$ cat config.mk
export PLATFORM = sky130hd
export DESIGN_NAME = l2_port_scheduler_flat
export DESIGN_NICKNAME = d
export VERILOG_FILES = /design/src/rtl/l2_port_scheduler_if.sv /design/src/rtl/l2_port_scheduler.sv /design/src/flat_wrapper.sv
export SDC_FILE = /design/constraint.sdc
export NUM_CORES = 1
export LEC_CHECK = 0
export ABC_CLOCK_PERIOD_IN_PS = 1800
export CAP_MARGIN = 20
export CORE_AREA = 2 2 658 660
export DETAILED_ROUTE_END_ITERATION = 6
export DIE_AREA = 0 0 660 662
export GPL_TIMING_DRIVEN = 0
export PLACE_DENSITY = 0.3
export REMOVE_ABC_BUFFERS = 1
export SLEW_MARGIN = 40
export SYNTH_ARGS = -nofsm -noshare
export SYNTH_HDL_FRONTEND = slang
export SYNTH_SLANG_ARGS = --single-unit
$ cat constraint.sdc
create_clock -name clk -period 1.8 [get_ports clk]
set_input_delay 0.45 -clock clk [delete_from_list [all_inputs] [get_ports clk]]
set_output_delay 0.45 -clock clk [all_outputs]
set_load 0.1 [all_outputs]
$ cat src/rtl/l2_port_scheduler_if.sv
// Bundle of requester-side and L2-side signals around the L2 port scheduler.
// slave = the scheduler itself, master = the environment (L1s, prefetcher, L2).
interface l2_port_scheduler_if #(
  parameter int WIDTH      = 256,
  parameter int ADDR_WIDTH = 32
);
  logic                  i_read;
  logic [ADDR_WIDTH-1:0] i_address;
  logic [WIDTH-1:0]      i_rdata;
  logic                  i_resp;

  logic                  d_read;
  logic                  d_write;
  logic [ADDR_WIDTH-1:0] d_address;
  logic [WIDTH-1:0]      d_wdata;
  logic [WIDTH-1:0]      d_rdata;
  logic                  d_resp;

  logic                  p_read;
  logic [ADDR_WIDTH-1:0] p_address;
  logic [WIDTH-1:0]      p_rdata;
  logic                  p_resp;
  logic                  pf_drop;

  logic                  mem_read;
  logic                  mem_write;
  logic [ADDR_WIDTH-1:0] mem_address;
  logic [WIDTH-1:0]      mem_wdata;
  logic                  mem_resp;
  logic [WIDTH-1:0]      mem_rdata;

  logic                  busy;

  modport slave (
    input  i_read, i_address, d_read, d_write, d_address, d_wdata,
           p_read, p_address, mem_resp, mem_rdata,
    output i_rdata, i_resp, d_rdata, d_resp, p_rdata, p_resp, pf_drop,
           mem_read, mem_write, mem_address, mem_wdata, busy
  );

  modport master (
    output i_read, i_address, d_read, d_write, d_address, d_wdata,
           p_read, p_address, mem_resp, mem_rdata,
    input  i_rdata, i_resp, d_rdata, d_resp, p_rdata, p_resp, pf_drop,
           mem_read, mem_write, mem_address, mem_wdata, busy
  );
endinterface

$ cat src/rtl/l2_port_scheduler.sv
// Single-outstanding L2 port arbiter: I/D round-robin, prefetch only when both
// are idle, and a waiting prefetch is discarded after PF_TIMEOUT cycles.
module l2_port_scheduler #(
  parameter int WIDTH      = 256,
  parameter int ADDR_WIDTH = 32,
  parameter int PF_TIMEOUT = 16
) (
  input logic                 clk,
  input logic                 reset,
  l2_port_scheduler_if.slave  bus
);

  localparam int             PW       = $clog2(PF_TIMEOUT + 1);
  localparam logic [PW-1:0]  PF_LIMIT = PW'(PF_TIMEOUT);

  typedef enum logic [1:0] {IDLE, GRANT_I, GRANT_D, GRANT_P} state_t;

  state_t                state_q, state_d;
  logic                  last_id_q, last_id_d;
  logic [ADDR_WIDTH-1:0] addr_q, addr_d;
  logic [WIDTH-1:0]      wdata_q, wdata_d;
  logic                  write_q, write_d;
  logic [PW-1:0]         pf_wait_q, pf_wait_d;

  logic                  d_req;
  logic                  pf_drop_c;
  logic                  grant_p;

  always_comb begin
    d_req     = bus.d_read | bus.d_write;
    // A prefetch already holding the port is never discarded.
    pf_drop_c = bus.p_read && (state_q != GRANT_P) && (pf_wait_q == PF_LIMIT);
    state_d   = state_q;
    last_id_d = last_id_q;
    addr_d    = addr_q;
    wdata_d   = wdata_q;
    write_d   = write_q;
    grant_p   = 1'b0;

    unique case (state_q)
      IDLE: begin
        if (bus.i_read && (!d_req || last_id_q)) begin
          state_d = GRANT_I;
          addr_d  = bus.i_address;
          write_d = 1'b0;
        end else if (d_req) begin
          state_d = GRANT_D;
          addr_d  = bus.d_address;
          wdata_d = bus.d_wdata;
          write_d = bus.d_write;
        end else if (bus.p_read && !pf_drop_c) begin
          state_d = GRANT_P;
          addr_d  = bus.p_address;
          write_d = 1'b0;
          grant_p = 1'b1;
        end
      end
      GRANT_I: begin
        if (bus.mem_resp) begin
          state_d   = IDLE;
          last_id_d = 1'b0;
        end
      end
      GRANT_D: begin
        if (bus.mem_resp) begin
          state_d   = IDLE;
          last_id_d = 1'b1;
        end
      end
      GRANT_P: begin
        if (bus.mem_resp) state_d = IDLE;
      end
      default: state_d = IDLE;
    endcase

    if (bus.p_read && !grant_p && (state_q != GRANT_P) && !pf_drop_c)
      pf_wait_d = pf_wait_q + PW'(1);
    else
      pf_wait_d = '0;
  end

  always_ff @(posedge clk) begin
    if (reset) begin
      state_q   <= IDLE;
      last_id_q <= 1'b1;
      addr_q    <= '0;
      wdata_q   <= '0;
      write_q   <= 1'b0;
      pf_wait_q <= '0;
    end else begin
      state_q   <= state_d;
      last_id_q <= last_id_d;
      addr_q    <= addr_d;
      wdata_q   <= wdata_d;
      write_q   <= write_d;
      pf_wait_q <= pf_wait_d;
    end
  end

  // Return path indexed 0 = I, 1 = D, 2 = P; only the owner sees data, and only with mem_resp.
  logic [2:0]       owner;
  logic [2:0]       resp_vec;
  logic [WIDTH-1:0] rdata_vec [3];

  assign owner = {state_q == GRANT_P, state_q == GRANT_D, state_q == GRANT_I};

  generate
    for (genvar gi = 0; gi < 3; gi++) begin : g_ret
      assign resp_vec[gi]  = owner[gi] & bus.mem_resp;
      assign rdata_vec[gi] = resp_vec[gi] ? bus.mem_rdata : '0;
    end
  endgenerate

  assign bus.i_resp      = resp_vec[0];
  assign bus.d_resp      = resp_vec[1];
  assign bus.p_resp      = resp_vec[2];
  assign bus.i_rdata     = rdata_vec[0];
  assign bus.d_rdata     = rdata_vec[1];
  assign bus.p_rdata     = rdata_vec[2];
  assign bus.pf_drop     = pf_drop_c;

  assign bus.mem_read    = owner[0] | owner[2] | (owner[1] & ~write_q);
  assign bus.mem_write   = owner[1] & write_q;
  assign bus.mem_address = addr_q;
  assign bus.mem_wdata   = wdata_q;
  assign bus.busy        = (state_q != IDLE);

endmodule

$ cat src/flat_wrapper.sv
// flat-port wrapper written by rule: the top's interface ports become plain ports
module l2_port_scheduler_flat 
#(
  parameter int WIDTH      = 256,
  parameter int ADDR_WIDTH = 32,
  parameter int PF_TIMEOUT = 16
)
  (clk, reset, bus_i_read, bus_i_address, bus_d_read, bus_d_write, bus_d_address, bus_d_wdata, bus_p_read, bus_p_address, bus_mem_resp, bus_mem_rdata, bus_i_rdata, bus_i_resp, bus_d_rdata, bus_d_resp, bus_p_rdata, bus_p_resp, bus_pf_drop, bus_mem_read, bus_mem_write, bus_mem_address, bus_mem_wdata, bus_busy);
  l2_port_scheduler_if #(.WIDTH(WIDTH), .ADDR_WIDTH(ADDR_WIDTH)) bus_i ();
  input logic clk;
  input logic reset;
  input wire logic [$bits(bus_i.i_read)-1:0] bus_i_read;
  input wire logic [$bits(bus_i.i_address)-1:0] bus_i_address;
  input wire logic [$bits(bus_i.d_read)-1:0] bus_d_read;
  input wire logic [$bits(bus_i.d_write)-1:0] bus_d_write;
  input wire logic [$bits(bus_i.d_address)-1:0] bus_d_address;
  input wire logic [$bits(bus_i.d_wdata)-1:0] bus_d_wdata;
  input wire logic [$bits(bus_i.p_read)-1:0] bus_p_read;
  input wire logic [$bits(bus_i.p_address)-1:0] bus_p_address;
  input wire logic [$bits(bus_i.mem_resp)-1:0] bus_mem_resp;
  input wire logic [$bits(bus_i.mem_rdata)-1:0] bus_mem_rdata;
  output wire logic [$bits(bus_i.i_rdata)-1:0] bus_i_rdata;
  output wire logic [$bits(bus_i.i_resp)-1:0] bus_i_resp;
  output wire logic [$bits(bus_i.d_rdata)-1:0] bus_d_rdata;
  output wire logic [$bits(bus_i.d_resp)-1:0] bus_d_resp;
  output wire logic [$bits(bus_i.p_rdata)-1:0] bus_p_rdata;
  output wire logic [$bits(bus_i.p_resp)-1:0] bus_p_resp;
  output wire logic [$bits(bus_i.pf_drop)-1:0] bus_pf_drop;
  output wire logic [$bits(bus_i.mem_read)-1:0] bus_mem_read;
  output wire logic [$bits(bus_i.mem_write)-1:0] bus_mem_write;
  output wire logic [$bits(bus_i.mem_address)-1:0] bus_mem_address;
  output wire logic [$bits(bus_i.mem_wdata)-1:0] bus_mem_wdata;
  output wire logic [$bits(bus_i.busy)-1:0] bus_busy;
  assign bus_i.i_read = bus_i_read;
  assign bus_i.i_address = bus_i_address;
  assign bus_i.d_read = bus_d_read;
  assign bus_i.d_write = bus_d_write;
  assign bus_i.d_address = bus_d_address;
  assign bus_i.d_wdata = bus_d_wdata;
  assign bus_i.p_read = bus_p_read;
  assign bus_i.p_address = bus_p_address;
  assign bus_i.mem_resp = bus_mem_resp;
  assign bus_i.mem_rdata = bus_mem_rdata;
  assign bus_i_rdata = bus_i.i_rdata;
  assign bus_i_resp = bus_i.i_resp;
  assign bus_d_rdata = bus_i.d_rdata;
  assign bus_d_resp = bus_i.d_resp;
  assign bus_p_rdata = bus_i.p_rdata;
  assign bus_p_resp = bus_i.p_resp;
  assign bus_pf_drop = bus_i.pf_drop;
  assign bus_mem_read = bus_i.mem_read;
  assign bus_mem_write = bus_i.mem_write;
  assign bus_mem_address = bus_i.mem_address;
  assign bus_mem_wdata = bus_i.mem_wdata;
  assign bus_busy = bus_i.busy;
  l2_port_scheduler #(.WIDTH(WIDTH), .ADDR_WIDTH(ADDR_WIDTH), .PF_TIMEOUT(PF_TIMEOUT)) u_core (.clk(clk), .reset(reset), .bus(bus_i));
endmodule
Word level (Yosys, flattened, before mapping)
Cells that the tools add are included.
- add/sub/neg operators: 1
- $mul: 0
- div/mod/pow operators: 0
- magnitude comparators: 0
- equality and inequality tests: 9
- shift operators: 0
- multiplexer cells: 21
- bitwise logic cells: 11
- reduce and logical (&&, ||, !) cells: 21
- operators by type and width (kind ; number):
    $mux W256 ; 3
    $mux W32 ; 3
    $mux W1 ; 9
    $mux W2 ; 4
    $logic_and A1 B1 Y1 ; 7
    $ne A2 B2 Y1 const B ; 3
    $reduce_and A3 Y1 ; 2
    $add A5 B1 Y5 const B ; 1
    $and A1 B1 Y1 ; 5
    $eq A5 B5 Y1 const B ; 1
    $eq A2 B2 Y1 const B ; 2
    $ne A4 B1 Y1 const B ; 1
    $pmux W2 S2 ; 1
    $reduce_and A2 Y1 ; 2
    $reduce_bool A2 Y1 ; 2
    $logic_not A1 Y1 ; 3
    $not A1 Y1 ; 3
    $or A1 B1 Y1 ; 3
    $reduce_bool A3 Y1 ; 1
    $reduce_or A3 Y1 ; 1
    $eq A2 B1 Y1 const B ; 1
    $logic_not A2 Y1 ; 1
    $ne A2 B1 Y1 const B ; 1
    $pmux W1 S2 ; 1
    other kinds (2) ; 2
- register bits after elaboration: 297
- latch bits: 0
- RAM bits: 0
- ROM bits: 0
- bits of input ports: 615
- output and inout bits: 1063
- memories kept: 0

Logic depth before layout (Yosys ltp)
- depth in word-level cells: 15
- gate-level depth with buffers: 8

Worst setup path after synthesis
OpenSTA, ideal clock, no wires.
- path kind: input port to output port
- start: input port bus_mem_resp
- end: output port bus_p_rdata[246]
- arrival time: 2.591 ns
- required time: 1.350 ns
- path slack: -1.241 ns
- stages on the path: 4
- cells stage by stage: and3_1 > clkbuf_1 > clkbuf_1 > and2_1
- cells in the longest elaborated chain, start to end: 2
- RTL lines (item ; line ; text):
    from (decl) ; flat_wrapper.sv:20 ; input wire logic [$bits(bus_i.mem_resp)-1:0] bus_mem_resp;
    $and A1 B1 Y1 ; l2_port_scheduler.sv:109 ; assign resp_vec[gi] = owner[gi] & bus.mem_resp;
    named net bus_p_resp ; flat_wrapper.sv:27 ; output wire logic [$bits(bus_i.p_resp)-1:0] bus_p_resp;
    $mux W256 ; l2_port_scheduler.sv:110 ; assign rdata_vec[gi] = resp_vec[gi] ? bus.mem_rdata : '0;
    to (decl) ; flat_wrapper.sv:26 ; output wire logic [$bits(bus_i.p_rdata)-1:0] bus_p_rdata;
The timed path passes the listed nets, and every way through them passes these cells.

Worst setup path after layout
- start: register u_core.state_q[0]
- end: output port bus_d_rdata[255]
- cells in the longest elaborated chain, start to end: 3
- RTL lines (item ; line ; text):
    from (decl) ; l2_port_scheduler.sv:18 ; state_t state_q, state_d;
    from (signal assigned) ; l2_port_scheduler.sv:91 ; state_q <= state_d;
    $eq A2 B2 Y1 ; l2_port_scheduler.sv:105 ; assign owner = {state_q == GRANT_P, state_q == GRANT_D, state_q == GRANT_I};
    $and A1 B1 Y1 ; l2_port_scheduler.sv:109 ;
    $mux W256 ; l2_port_scheduler.sv:110 ;
    to (decl) ; flat_wrapper.sv:24 ; output wire logic [$bits(bus_i.d_rdata)-1:0] bus_d_rdata;
No other way between the ends.

==> flow_metrics.py <==
metrics = {
    "status": {
        "outcome": "finished with violations",
        "violations": "negative setup slack",
    },
    "place": {
        "placed_area_sq_um": 34700,
        "dp_hpwl_um": 306000,
        "portBuffers": 1677,
        "preCtsSetupSlack_ns": -2.10,
        "gp_congestion": 0.805,
        "dp.cells": 9427,
    },
    "critical_path": {
        "critPathLaunchType": "flip-flop",
        "crit_fanout": 6,
        "path_class": "reg -> out",
        "critPathCaptureType": "output port",
        "worst-endpoint-arrival_ns": 2.64,
        "cp_data_required_time_ns": 1.35,
    },
    "cells_and_area": {
        "syn_to_final_growth_pct": 180,
        "fin_area_sq_um": 44200,
        "drive_gt1_frac": 0.405,
        "post-route-util": 0.103,
        "final_cells": 9719,
        "final_nets": 4498,
    },
    "clock_tree": {
        "cts_root_buf": "clkbuf_16",
        "cts_max_level": 2,
        "clock_latency_ns": 0.64,
        "cts-buffers-inserted": 46,
        "clk_pin_slew_ns": 0.06,
        "clock_sinks": 297,
        "cts.path.max_buffers": 3,
        "cts_tree": "built",
    },
    "yosys": {
        "seq_area_frac_synth": 0.376,
        "yosysWarnings": 0,
        "syn_area_per_cell_sq_um": 7.27,
        "netlist-cell-type-count": 30,
        "synth.ff_latch_count": 297,
        "syn_area_sq_um": 15800,
        "syn_inst": 2175,
    },
    "route": {
        "vias_per_cell": 2.55,
        "routed_wirelength_um": 352000,
        "via_count": 24800,
        "wl_per_cell_um": 36.2,
        "ant_nets": 0,
        "drt_iter0_drc": 1802,
        "drt-pass1-iter-count": 6,
        "post-route-drc-count": 0,
    },
    "pwr": {
        "p_sw_frac": 0.524,
        "power_density_nw_per_um2": 827,
        "power.net_switching_mw": 19.2,
        "combPwrFrac": 0.519,
        "clkPwrFrac": 0.275,
        "p_total_mw": 36.6,
        "peakVddDrop_uv": 647,
        "seq_power_share": 0.206,
        "p_int_mw": 17.4,
        "p_leak_nw": 17.4,
    },
    "global_route": {
        "antenna_found_initial": 247,
        "grt_pass1_vias": 23100,
        "grt_pass1_wl_um": 397000,
        "track_usage": 0.151,
        "grt_max_degree": 80,
        "grt-ovfl-total": 0,
    },
    "worst_hold_path": {
        "hold_path_class": "in -> reg",
    },
    "sta": {
        "timing.final.ws_setup_ns": -1.29,
        "max_freq_ghz": 0.323,
        "fin_crit_sh": 1.72,
        "rsz0062_at_grt": "yes",
        "hold_viol_final": 0,
        "period_minus_slack_ns": 3.09,
        "slew_headroom": 0.381,
        "slew_violations": 0,
        "holdWs_ns": 0.253,
        "setup_tns_ns": -1066.67,
        "setup_violations": 1343,
        "tightest_slew_ns": 0.925,
        "skew_ns": 0.0183,
    },
    "floorplanning": {
        "core_area_sq_um": 430000,
        "start_util": 0.0368,
        "die_w_um": 660,
        "rows": 241,
        "fp.dieH_um": 662,
        "die-area_sq_um": 437000,
        "io_pins": 1678,
    },
    "job": {
        "max_cap_viol_count": 0,
    },
}
[placed cells by master (no fill, tap or decap), drive strengths merged, types with 5 or more instances in the layout]
cell	count
buf	1025
and2	770
clkdlybuf4s50	578
nand2	518
clkbuf	304
dfxtp	297
a21oi	260
diode	91
nor2	42
a222oi	32
a211oi	32
inv	11
clkinv	7
clkinvlp	6
bufinv	5
and3	5
[flip-flops by register name, summed over array words and instances (netlist names)]
register                cells
u_core.last_id_q            1
u_core.bus.mem_wdata      256
u_core.write_q              1
u_core.bus.mem_address     32
u_core.state_q              2
u_core.pf_wait_q            5
[what timing repair did]
item,in CTS,in global routing
hold buffers,0,0
pin swaps,3,1
gates resized for setup,748,1157
setup endpoints to repair,1336,1354
buffers inserted,39,31
cloned,22,29
[cell type report]
cell class	instances	area [sq um]
antenna	91	228
inverter	6	26.3
fill	49900	385000
timing repair buffer	1850	19700
clock buffer	62	1290
sequential	297	5950
clock inverter	23	290
tap	5710	7140
multi-input combinational	1680	9620
[power groups by stage]
| stage | combinational [mW] | sequential (mW) | clock [mW] |
|---|---|---|---|
| after floorplan | 6.26 | 12.0 | 0 |
| after global placement | 17.1 | 7.55 | 0 |
| after detailed placement | 17.5 | 7.69 | 0 |
| after CTS | 18.4 | 7.54 | 10.7 |
| after global routing | 19.7 | 7.62 | 10.8 |
| final | 19.0 | 7.54 | 10.1 |
[Yosys cell counts]
master     instances  share of area
and2_1           770           0.30
nand2_1          518           0.12
dfxtp_1          297           0.38
a21oi_1          260          0.082
clkbuf_1         140          0.033
nor2_1            42          0.010
a211oi_1          32          0.015
a222oi_1          32          0.020
buf_2             31         0.0098
buf_4             18         0.0085
inv_1              5         0.0012
and3_1             3         0.0012
clkbuf_4           3         0.0014
nand3_1            3        0.00095
buf_6              2         0.0014
ha_1               2         0.0016
nand2b_1           2        0.00079
o21bai_1           2        0.00095
xor2_1             2         0.0011
a211o_1            1        0.00055
a21o_1             1        0.00047
a2bb2oi_2          1        0.00095
inv_2              1        0.00024
nand4bb_1          1        0.00071
nor2b_1            1        0.00040
nor3_2             1        0.00063
nor3b_1            1        0.00047
o22a_1             1        0.00055
o2bb2ai_2          1        0.00095
xnor2_1            1        0.00055
[routing by layer]
layer  share of wire  wire length (um)  track usage
met1            0.40            140000        0.174
met3            0.13             44500       0.0864
met2            0.45            159000        0.245
met4           0.023              8150       0.0257
met5          0.0012               433            0
[path summary, 6_finish.rpt]
kind	from	end	slack, ns	cells past startpoint
max reg2reg	u_core.state_q[0]	u_core.bus.mem_wdata[99]	-1.01	10
min reg2reg	u_core.bus.mem_wdata[10]	u_core.bus.mem_wdata[10]	0.45	2
max	u_core.state_q[0]	bus_d_rdata[255]	-1.29	7
min	reset	u_core.bus.mem_wdata[92]	0.25	2
[cells by family after synthesis]
group                      count (synthesis)  synth area share
adders and majority gates                  2           0.00158
DFF                                      297             0.376
buffers and inverters                    200            0.0559
xor gates and xnor gates                   3           0.00166
AOI/OAI and AO/OA                        331             0.122
and+or+nand+nor                         1342             0.443
[worst max-delay path: stages, from the launching register on]
cell and delay [ns]:
dfxtp_4 0.36, buf_4 0.14, clkinvlp_4 0.08, and3_4 0.22
buf_12 0.16, buf_16 0.16, and2_1 0.32, buf_2 0.51
No activity file was read; power rests on OpenSTA's default activity.
